--- src/rtl/sweep_sequencer_if.sv ---
// Handshake and result-buffer bus between the sweep sequencer and its environment
// (PLL sweeper, RAM tester and result reader).
interface sweep_sequencer_if #(
  parameter int DEPTH_LOG2 = 6,
  parameter int FAIL_W     = 16
);
  logic                  run;
  logic                  freq_ready;
  logic [8:0]            frequency;
  logic                  next_frequency;
  logic                  test_start;
  logic                  test_done;
  logic [FAIL_W-1:0]     test_fail_count;
  logic [DEPTH_LOG2-1:0] rd_addr;
  logic [8:0]            rd_freq;
  logic [FAIL_W-1:0]     rd_fails;
  logic [DEPTH_LOG2:0]   entries;
  logic                  busy;
  logic                  sweep_done;
  logic                  timeout_seen;

  // Sequencer side
  modport master (
    input  run, freq_ready, frequency, test_done, test_fail_count, rd_addr,
    output next_frequency, test_start, rd_freq, rd_fails, entries, busy,
           sweep_done, timeout_seen
  );

  // Environment side
  modport slave (
    output run, freq_ready, frequency, test_done, test_fail_count, rd_addr,
    input  next_frequency, test_start, rd_freq, rd_fails, entries, busy,
           sweep_done, timeout_seen
  );
endinterface

--- src/rtl/sweep_sequencer.sv ---
// Frequency sweep sequencer: waits for a settled PLL, runs one RAM test pass,
// logs {frequency, failures}, then steps the sweeper until the sweep ends.
module sweep_sequencer #(
  parameter int SETTLE_CYCLES  = 1024,
  parameter int HOLDOFF_CYCLES = 8,
  parameter int PULSE_CYCLES   = 4,
  parameter int TIMEOUT_CYCLES = 1000000,
  parameter int FREQ_MAX       = 400,
  parameter int DEPTH_LOG2     = 6,
  parameter int FAIL_W         = 16
) (
  input  logic         CLK_50,
  input  logic         reset,
  sweep_sequencer_if.master bus
);

  localparam int PH_MAX = (PULSE_CYCLES > HOLDOFF_CYCLES) ? PULSE_CYCLES : HOLDOFF_CYCLES;
  localparam int PH_W   = $clog2(PH_MAX + 1);
  localparam int TO_W   = $clog2(TIMEOUT_CYCLES + 1);
  localparam int EW     = DEPTH_LOG2 + 1;

  typedef enum logic [2:0] {
    IDLE, SETTLE, START, TEST, STORE, PULSE, RELEASE, DONE
  } state_t;

  typedef struct packed {
    logic [8:0]        freq;
    logic [FAIL_W-1:0] fails;
  } entry_t;

  state_t            state, nxt;
  logic [15:0]       settle_cnt;
  logic [TO_W-1:0]   to_cnt;
  logic [PH_W-1:0]   ph_cnt;
  logic [8:0]        freq_cap;
  logic [FAIL_W-1:0] fail_cap;
  logic [EW-1:0]     entries_q, entries_inc;
  logic              timeout_q;
  logic              nf_q, ts_q, busy_q, done_q;
  logic              nf_d, ts_d, busy_d, done_d;
  logic              settle_hit, to_hit, pulse_hit, hold_hit, stop;
  entry_t            mem [0:(1<<DEPTH_LOG2)-1];
  entry_t            rd_q;

  assign settle_hit  = (settle_cnt == 16'(SETTLE_CYCLES - 1));
  assign to_hit      = (to_cnt == TO_W'(TIMEOUT_CYCLES - 1));
  assign pulse_hit   = (ph_cnt == PH_W'(PULSE_CYCLES - 1));
  assign hold_hit    = (ph_cnt == PH_W'(HOLDOFF_CYCLES - 1));
  assign entries_inc = entries_q + EW'(1);
  // End of sweep: top frequency reached or the entry just written fills the buffer.
  assign stop        = (freq_cap >= 9'(FREQ_MAX)) || (entries_inc == EW'(1 << DEPTH_LOG2));

  // State register
  always_ff @(posedge CLK_50 or posedge reset) begin
    if (reset) state <= IDLE;
    else       state <= nxt;
  end

  // Next-state logic
  always_comb begin
    nxt = state;
    case (state)
      IDLE:    if (bus.run) nxt = SETTLE;
      SETTLE:  if (bus.freq_ready && settle_hit) nxt = START;
      START:   nxt = TEST;
      TEST:    if (bus.test_done || to_hit) nxt = STORE;
      STORE:   nxt = stop ? DONE : PULSE;
      PULSE:   if (pulse_hit) nxt = RELEASE;
      RELEASE: if (hold_hit) nxt = SETTLE;
      DONE:    if (!bus.run) nxt = IDLE;
      default: nxt = IDLE;
    endcase
  end

  // Output decode from the next state so the registered outputs line up with the state
  always_comb begin
    nf_d   = (nxt == PULSE);
    ts_d   = (nxt == START);
    busy_d = (nxt != IDLE) && (nxt != DONE);
    done_d = (nxt == DONE);
  end

  // Registered outputs; reset drops next_frequency immediately
  always_ff @(posedge CLK_50 or posedge reset) begin
    if (reset) begin
      nf_q   <= 1'b0;
      ts_q   <= 1'b0;
      busy_q <= 1'b0;
      done_q <= 1'b0;
    end else begin
      nf_q   <= nf_d;
      ts_q   <= ts_d;
      busy_q <= busy_d;
      done_q <= done_d;
    end
  end

  // Counters, captures, entry count and sticky timeout flag
  always_ff @(posedge CLK_50 or posedge reset) begin
    if (reset) begin
      settle_cnt <= '0;
      to_cnt     <= '0;
      ph_cnt     <= '0;
      freq_cap   <= '0;
      fail_cap   <= '0;
      entries_q  <= '0;
      timeout_q  <= 1'b0;
    end else begin
      // Settle counter only runs in SETTLE, so every entry starts from zero
      if (state == SETTLE && bus.freq_ready) settle_cnt <= settle_cnt + 16'd1;
      else                                   settle_cnt <= '0;
      to_cnt <= (state == TEST) ? to_cnt + TO_W'(1) : '0;
      if (state == nxt && (state == PULSE || state == RELEASE)) ph_cnt <= ph_cnt + PH_W'(1);
      else                                                      ph_cnt <= '0;
      if (state == SETTLE && nxt == START) freq_cap <= bus.frequency;
      if (state == IDLE && bus.run) begin
        entries_q <= '0;
        timeout_q <= 1'b0;
      end
      // test_done has priority over a timeout in the same cycle
      if (state == TEST) begin
        if (bus.test_done) fail_cap <= bus.test_fail_count;
        else if (to_hit) begin
          fail_cap  <= '1;
          timeout_q <= 1'b1;
        end
      end
      if (state == STORE) entries_q <= entries_inc;
    end
  end

  // Result buffer write; contents are not reset
  always_ff @(posedge CLK_50) begin
    if (state == STORE) mem[entries_q[DEPTH_LOG2-1:0]] <= '{freq: freq_cap, fails: fail_cap};
  end

  // Registered read port; same-address write in the same cycle returns old data
  always_ff @(posedge CLK_50 or posedge reset) begin
    if (reset) rd_q <= '0;
    else       rd_q <= mem[bus.rd_addr];
  end

  assign bus.next_frequency = nf_q;
  assign bus.test_start     = ts_q;
  assign bus.busy           = busy_q;
  assign bus.sweep_done     = done_q;
  assign bus.entries        = entries_q;
  assign bus.timeout_seen   = timeout_q;
  assign bus.rd_freq        = rd_q.freq;
  assign bus.rd_fails       = rd_q.fails;

endmodule

--- src/flat_wrapper.sv ---
// flat-port wrapper written by rule: the top's interface ports become plain ports
module sweep_sequencer_flat 
#(
  parameter int SETTLE_CYCLES  = 1024,
  parameter int HOLDOFF_CYCLES = 8,
  parameter int PULSE_CYCLES   = 4,
  parameter int TIMEOUT_CYCLES = 1000000,
  parameter int FREQ_MAX       = 400,
  parameter int DEPTH_LOG2     = 6,
  parameter int FAIL_W         = 16
)
  (CLK_50, reset, bus_run, bus_freq_ready, bus_frequency, bus_test_done, bus_test_fail_count, bus_rd_addr, bus_next_frequency, bus_test_start, bus_rd_freq, bus_rd_fails, bus_entries, bus_busy, bus_sweep_done, bus_timeout_seen);
  sweep_sequencer_if #(.DEPTH_LOG2(DEPTH_LOG2), .FAIL_W(FAIL_W)) bus_i ();
  input  logic CLK_50;
  input  logic reset;
  input wire logic [$bits(bus_i.run)-1:0] bus_run;
  input wire logic [$bits(bus_i.freq_ready)-1:0] bus_freq_ready;
  input wire logic [$bits(bus_i.frequency)-1:0] bus_frequency;
  input wire logic [$bits(bus_i.test_done)-1:0] bus_test_done;
  input wire logic [$bits(bus_i.test_fail_count)-1:0] bus_test_fail_count;
  input wire logic [$bits(bus_i.rd_addr)-1:0] bus_rd_addr;
  output wire logic [$bits(bus_i.next_frequency)-1:0] bus_next_frequency;
  output wire logic [$bits(bus_i.test_start)-1:0] bus_test_start;
  output wire logic [$bits(bus_i.rd_freq)-1:0] bus_rd_freq;
  output wire logic [$bits(bus_i.rd_fails)-1:0] bus_rd_fails;
  output wire logic [$bits(bus_i.entries)-1:0] bus_entries;
  output wire logic [$bits(bus_i.busy)-1:0] bus_busy;
  output wire logic [$bits(bus_i.sweep_done)-1:0] bus_sweep_done;
  output wire logic [$bits(bus_i.timeout_seen)-1:0] bus_timeout_seen;
  assign bus_i.run = bus_run;
  assign bus_i.freq_ready = bus_freq_ready;
  assign bus_i.frequency = bus_frequency;
  assign bus_i.test_done = bus_test_done;
  assign bus_i.test_fail_count = bus_test_fail_count;
  assign bus_i.rd_addr = bus_rd_addr;
  assign bus_next_frequency = bus_i.next_frequency;
  assign bus_test_start = bus_i.test_start;
  assign bus_rd_freq = bus_i.rd_freq;
  assign bus_rd_fails = bus_i.rd_fails;
  assign bus_entries = bus_i.entries;
  assign bus_busy = bus_i.busy;
  assign bus_sweep_done = bus_i.sweep_done;
  assign bus_timeout_seen = bus_i.timeout_seen;
  sweep_sequencer #(.SETTLE_CYCLES(SETTLE_CYCLES), .HOLDOFF_CYCLES(HOLDOFF_CYCLES), .PULSE_CYCLES(PULSE_CYCLES), .TIMEOUT_CYCLES(TIMEOUT_CYCLES), .FREQ_MAX(FREQ_MAX), .DEPTH_LOG2(DEPTH_LOG2), .FAIL_W(FAIL_W)) u_core (.CLK_50(CLK_50), .reset(reset), .bus(bus_i));
endmodule
--- config.mk ---
export PLATFORM = sky130hd
export DESIGN_NAME = sweep_sequencer_flat
export DESIGN_NICKNAME = d
export VERILOG_FILES = /design/src/rtl/sweep_sequencer_if.sv /design/src/rtl/sweep_sequencer.sv /design/src/flat_wrapper.sv
export SDC_FILE = /design/constraint.sdc
export NUM_CORES = 2
export LEC_CHECK = 0
export ABC_AREA = 1
export CELL_PAD_IN_SITES_DETAIL_PLACEMENT = 1
export CELL_PAD_IN_SITES_GLOBAL_PLACEMENT = 1
export CORE_ASPECT_RATIO = 1.25
export CORE_MARGIN = 8
export CORE_UTILIZATION = 35
export CTS_BUF_LIST = sky130_fd_sc_hd__clkbuf_8
export DETAILED_ROUTE_END_ITERATION = 7
export GPL_ROUTABILITY_DRIVEN = 0
export PLACE_DENSITY = 0.61
export SLEW_MARGIN = 0
export SYNTH_ARGS = -nofsm -noshare
export SYNTH_HDL_FRONTEND = slang
export SYNTH_SLANG_ARGS = --single-unit
--- constraint.sdc ---
create_clock -name CLK_50 -period 5.9 [get_ports CLK_50]
set_input_delay 1.18 -clock CLK_50 [delete_from_list [all_inputs] [get_ports CLK_50]]
set_output_delay 1.18 -clock CLK_50 [all_outputs]
set_load 0.005 [all_outputs]
# Word-level counts from Yosys, hierarchy flattened
# Memories as Yosys holds them, arrays and structs flattened. A register that Yosys moved wholly into a read port is not among the register bits.
# Cells that the tools add are included.
# Widths: inputs -> output; s select.
# word_totals
ff_bits	80
ramBits	1600
inputBits	36
output_inout_bits	37
elab_cells	70
mem_count	1
# memory_table
name	depth	word_bits	read_ports	rd_ports_with_merged_regs	wr	line_no	source
u_core.mem	64	25	1	1	1	sweep_sequencer.sv:42	entry_t mem [0:(1<<DEPTH_LOG2)-1];
# op_classes
n_addsub	4
n_lt_le_gt_ge	1
n_eq_ne	17
muxes	21
n_reduce_logical	14
# ops
op	count
$mux 16	3
$pmux 3 s8	1
$add 20x1->20 const B	1
$eq 20x20->1 const B	1
$mux 20	1
$eq 3x3->1 const B	6
$mux 3	6
$add 16x1->16 const B	1
$eq 16x10->1 const B	1
$mux 7	2
$eq 3x2->1 const B	3
$ge 9x9->1 const B	1
$add 7x1->7 const B	1
$eq 7x7->1 const B	1
$logic_and 1x1->1	6
$mux 1	6
$add 4x1->4 const B	1
$eq 4x2->1 const B	1
$eq 4x3->1 const B	1
$mux 4	1
$reduce_bool 2->1	2
$eq 3x1->1 const B	1
$eq 3x3->1	1
$logic_not 3->1	1
other kinds (5)	7

# Longest topological paths before layout
# logic_depth
ltp_word	8
mapped_depth	14
depth_no_buf	14

# Worst setup path before layout
# No wires, ideal clock.
# synth_path
path_kind	flip-flop to flip-flop
startpoint	register u_core.state[0]
endpoint	memory u_core.mem[14][0] (netlist bit) (enable)
t_arrival_ns	2.402
required_ns	5.493
path_slack_ns	3.091
path_stages_with_launch	8
path_buffers	0
path_cell_list	dfrtp_1 inv_1 nand2_2 nor2_4 inv_2 nor2_1 nand3_1 nor2_1
# synth_via
elab_chain_cells	3
# synth_lines
item	line_no	source
start, declared	sweep_sequencer.sv:31	state_t state, nxt;
start signal, assigned	sweep_sequencer.sv:56	else state <= nxt;
$eq 3x3->1	sweep_sequencer.sv:134	if (state == STORE) mem[entries_q[DEPTH_LOG2-1:0]] <= '{freq: freq_cap, fails: fail_cap};
$mux 1	sweep_sequencer.sv:134	
$mux 1 (not written as such)	sweep_sequencer.sv:134	
end, declared	sweep_sequencer.sv:42	
# No other way between the ends.

==> results.tsv <==
stage	metric	value	unit
setup_path	CP Depth	12	
setup_path	nature of the critical path endpoint	flop	
yosys	distinct cell type count after synthesis	39	
finish	layout net count	5695	
yosys	Yosys warnings	0	
route	Routed Antenna Nets	0	
yosys	syn_nets	5556	
cts	TritonCTS clock tree	yes	
min_path	hold crit path type	reg2reg	
pwr	Total Power	23.92	mW
yosys	sequential share of the synthesized area	74.57	%
timing	max-slew violations	0	
timing	final hold violation count	0	
finish	Area Overhead vs Synth	12.53	%
pwr	Power Dens Cells	312.8	mW/mm2
cts	Hold Buf Count CTS	0	
yosys	Post-synth top cells	edfxtp_1 (1600), nand2_1 (950), nor2_1 (944)	
cts	post_cts resized	0	
die	die width	410.1	um
finish	layout cell share with drive strength beyond 1	9.919	%
timing	Rel. slew slack	21.10	%
route	WL met2	98.65	mm
route	drt pass-1 iters	5	
setup_path	critical path's largest stage delay	0.62	ns
global_routing	initial antenna violation count	8	
global_routing	first-pass GRT wire length	306.2	mm
yosys	Synth Area per Inst	12.32	um2
setup_path	critical path arrival	4.77	ns
setup_path	worst path cell trace	buf_8, clkinv_16, buf_12, buf_4, o21ai_1, o22ai_1, nand2_1, nand2_1, nand2_1, nand3_1, nand3_1, nand2_1	
route	Avg Vias per Cell	5.364	
yosys	EDFF count, synth	1600	
min_path	Hold Path Cell Cnt	1	
global_routing	vias in the first global route	46830	
setup_path	crit start category	input pin	
die	core area	0.1939	mm2
yosys	share of the synthesized area in the top cell type	70.70	%
die	die height	508.6	um
setup_path	critical path's slowest cell	buf_8	
yosys	FFs w/ async S/R, synth	6.158	%
placement	placed cells	7925	
pwr	Leakage	22.78	nW
yosys	dominant synthesized flop cell	edfxtp_1	
status	outcome	complete, no violations	
route	Initial DRC Count	3663	
setup_path	crit-path leading delay family	buffers and inverters	
die	die area	0.2086	mm2
setup_path	most used cell, CP	nand2_1	
finish	Finished Layout Cells	8403	
yosys	Synth Instances	5516	
timing	Achievable Freq	254.5	MHz
route	DRC Markers	0	
timing	Worst Max-Slew Pin Slew	1.183	ns
route	mean routed wirelength per cell	24.95	um
global_routing	pin count of the biggest net entering global routing	211	
timing	RSZ-0062 raised after global routing	false	
die	initial core utilization	35.06	%
setup_path	worst path buffer plus inverter count	4	
placement	hpwl dp	111.9	mm
yosys	largest area contributor in the netlist	edfxtp_1	
global_routing	Tot GR Track Use	19.49	%
route	top layer in use	met5	
setup_path	worst r2r path cells	8	
setup_path	CP required	6.74	ns
run	max cap viols	0	
cts	Post-CTS Setup Inserts	0	
cts	clk_lat worst skew	1.00	ns
yosys	synth top area cells	edfxtp_1 (71%), nand2_1 (5.2%), nor2_1 (5.2%)	
cts	CTS Buf Count	290	
die	I/O pin cnt	73	
pwr	VDD IR max	228.0	uV
timing	Final TNS setup	0	ns
setup_path	Worst Path Max Fanout	210	
timing	clk_skew	0.06074	ns
route	vias	45070	
route	final WL	209.7	mm
timing	final hold slack	0.4659	ns
timing	final period utilization	66.59	%
placement	Buffers on Ports	72	
global_routing	global route total overflow	0	
timing	Tmin final	3.929	ns
yosys	top-count cell post-synth	edfxtp_1	
route	met3 wire len	12.03	mm
cts	Root Driver	clkbuf_8	
cts	clk sink count	1705	
cts	Clock Pin Slew Worst Setup and Hold Paths	0.08	ns
route	Met1 Wirelength	92.03	mm
finish	Post-Layout Inst Area	0.07647	mm2
timing	# setup viols final	0	
yosys	post-synthesis cell area	0.06796	mm2
cts	Clock Path Buffers	4	
yosys	flops & latches, synth	1705	
cts	H-Tree Level Count	5	
placement	Area after DPL	0.07144	mm2
setup_path	Setup CP Type	in2reg	
die	Cell Rows	181	
[metrics by stage]
stage	worst slack, ns	util [%]
global route	1.930	39.44
floorplan	1.959	-
global placement	1.104	36.85
CTS	2.154	39.44
finish	1.971	39.45
detailed placement	1.061	36.85
[cell usage in the layout, fill, tap and decap left out, types with 2 or more instances in the layout]
cell	synthesis	layout
a21oi_1	19	19
a31oi_1	2	2
buf_12	0	13
buf_4	29	118
buf_8	2	2
bufinv_16	0	6
clkbuf_8	0	304
clkdlybuf4s50_1	0	67
clkinv_1	3	58
clkinv_2	0	27
clkinvlp_4	0	3
dfrtp_1	105	80
dfrtp_2	0	25
diode_2	0	4
edfxtp_1	1600	1600
ha_1	4	4
inv_1	60	135
inv_2	3	3
inv_6	0	2
inv_8	0	2
nand2_1	950	950
nand3_1	186	186
nand4_1	8	8
nor2_1	944	880
nor2_2	3	67
nor3_1	10	10
nor4_1	2	2
o21a_1	2	2
o21ai_0	678	678
o21ai_1	162	162
o22ai_1	402	402
xnor2_1	2	2
xor2_1	5	5
[cell families (layout without fill, tap and decap cells)]
family | Yosys count | count (layout) | synth area share [%]
buffers and inverters | 422 | 743 | 3.056
DFF | 1705 | 1705 | 74.57
and+or+nand+nor | 2109 | 2109 | 12.10
AOI/OAI and AO/OA | 1269 | 1269 | 10.12
other | 0 | 4 | 0
adders and majority gates | 4 | 4 | 0.07365
xor gates and xnor gates | 7 | 7 | 0.09022
[path summary, 6_finish.rpt]
check,to,slack [ns],from
max,u_core.bus.rd_fails[4]$_DFF_PP0_,1.97,bus_rd_addr[0]
min,u_core.settle_cnt[0]$_DFF_PP0_,0.47,u_core.settle_cnt[0]$_DFF_PP0_
max reg2reg,u_core.mem[26][17]$_DFFE_PP_,2.59,u_core.state[0]$_DFF_PP0_
min reg2reg,u_core.settle_cnt[0]$_DFF_PP0_,0.47,u_core.settle_cnt[0]$_DFF_PP0_
max in group asynchronous,u_core.fail_cap[6]$_DFFE_PP0P_,4.57,reset
min in group asynchronous,u_core.bus.test_start$_DFF_PP0_,0.72,reset
[layer usage]
metal | vias to the layer above | global-route usage, %
li1 | 20160 | -
met1 | 23270 | 26.11
met2 | 1281 | 31.95
met3 | 356 | 3.559
met4 | 2 | 6.780
met5 | - | 0
[state kept, by name (all words and copies together), names as in the netlist]
name,count
u_core.mem,1600
u_core.bus.busy,1
u_core.to_cnt,20
u_core.bus.sweep_done,1
u_core.freq_cap,9
u_core.bus.entries,7
u_core.ph_cnt,4
u_core.fail_cap,16
u_core.bus.rd_freq,9
u_core.bus.test_start,1
u_core.settle_cnt,16
u_core.bus.next_frequency,1
u_core.bus.timeout_seen,1
u_core.bus.rd_fails,16
u_core.state,3
[report_power, final]
group          leakage (nW)  internal (mW)  total, mW  switching [mW]
clock network          2.88           4.97       9.67            4.69
registers              12.3           13.1       13.1          0.0547
logic                  7.57          0.303       1.14           0.842
[layout make-up]
type                            instances  area (um2)
Antenna cell                            4       10.01
Clock buffer                          303        4170
Clock inverter                        171       849.6
Fill cell                           20640      117400
Inverter                               67       300.3
Multi-Input combinational cell       3389       15370
Sequential cell                      1705       50700
Tap cell                             2562        3206
Timing Repair Buffer                  202        1866
Note: power is estimated with default switching activity, not from simulation.
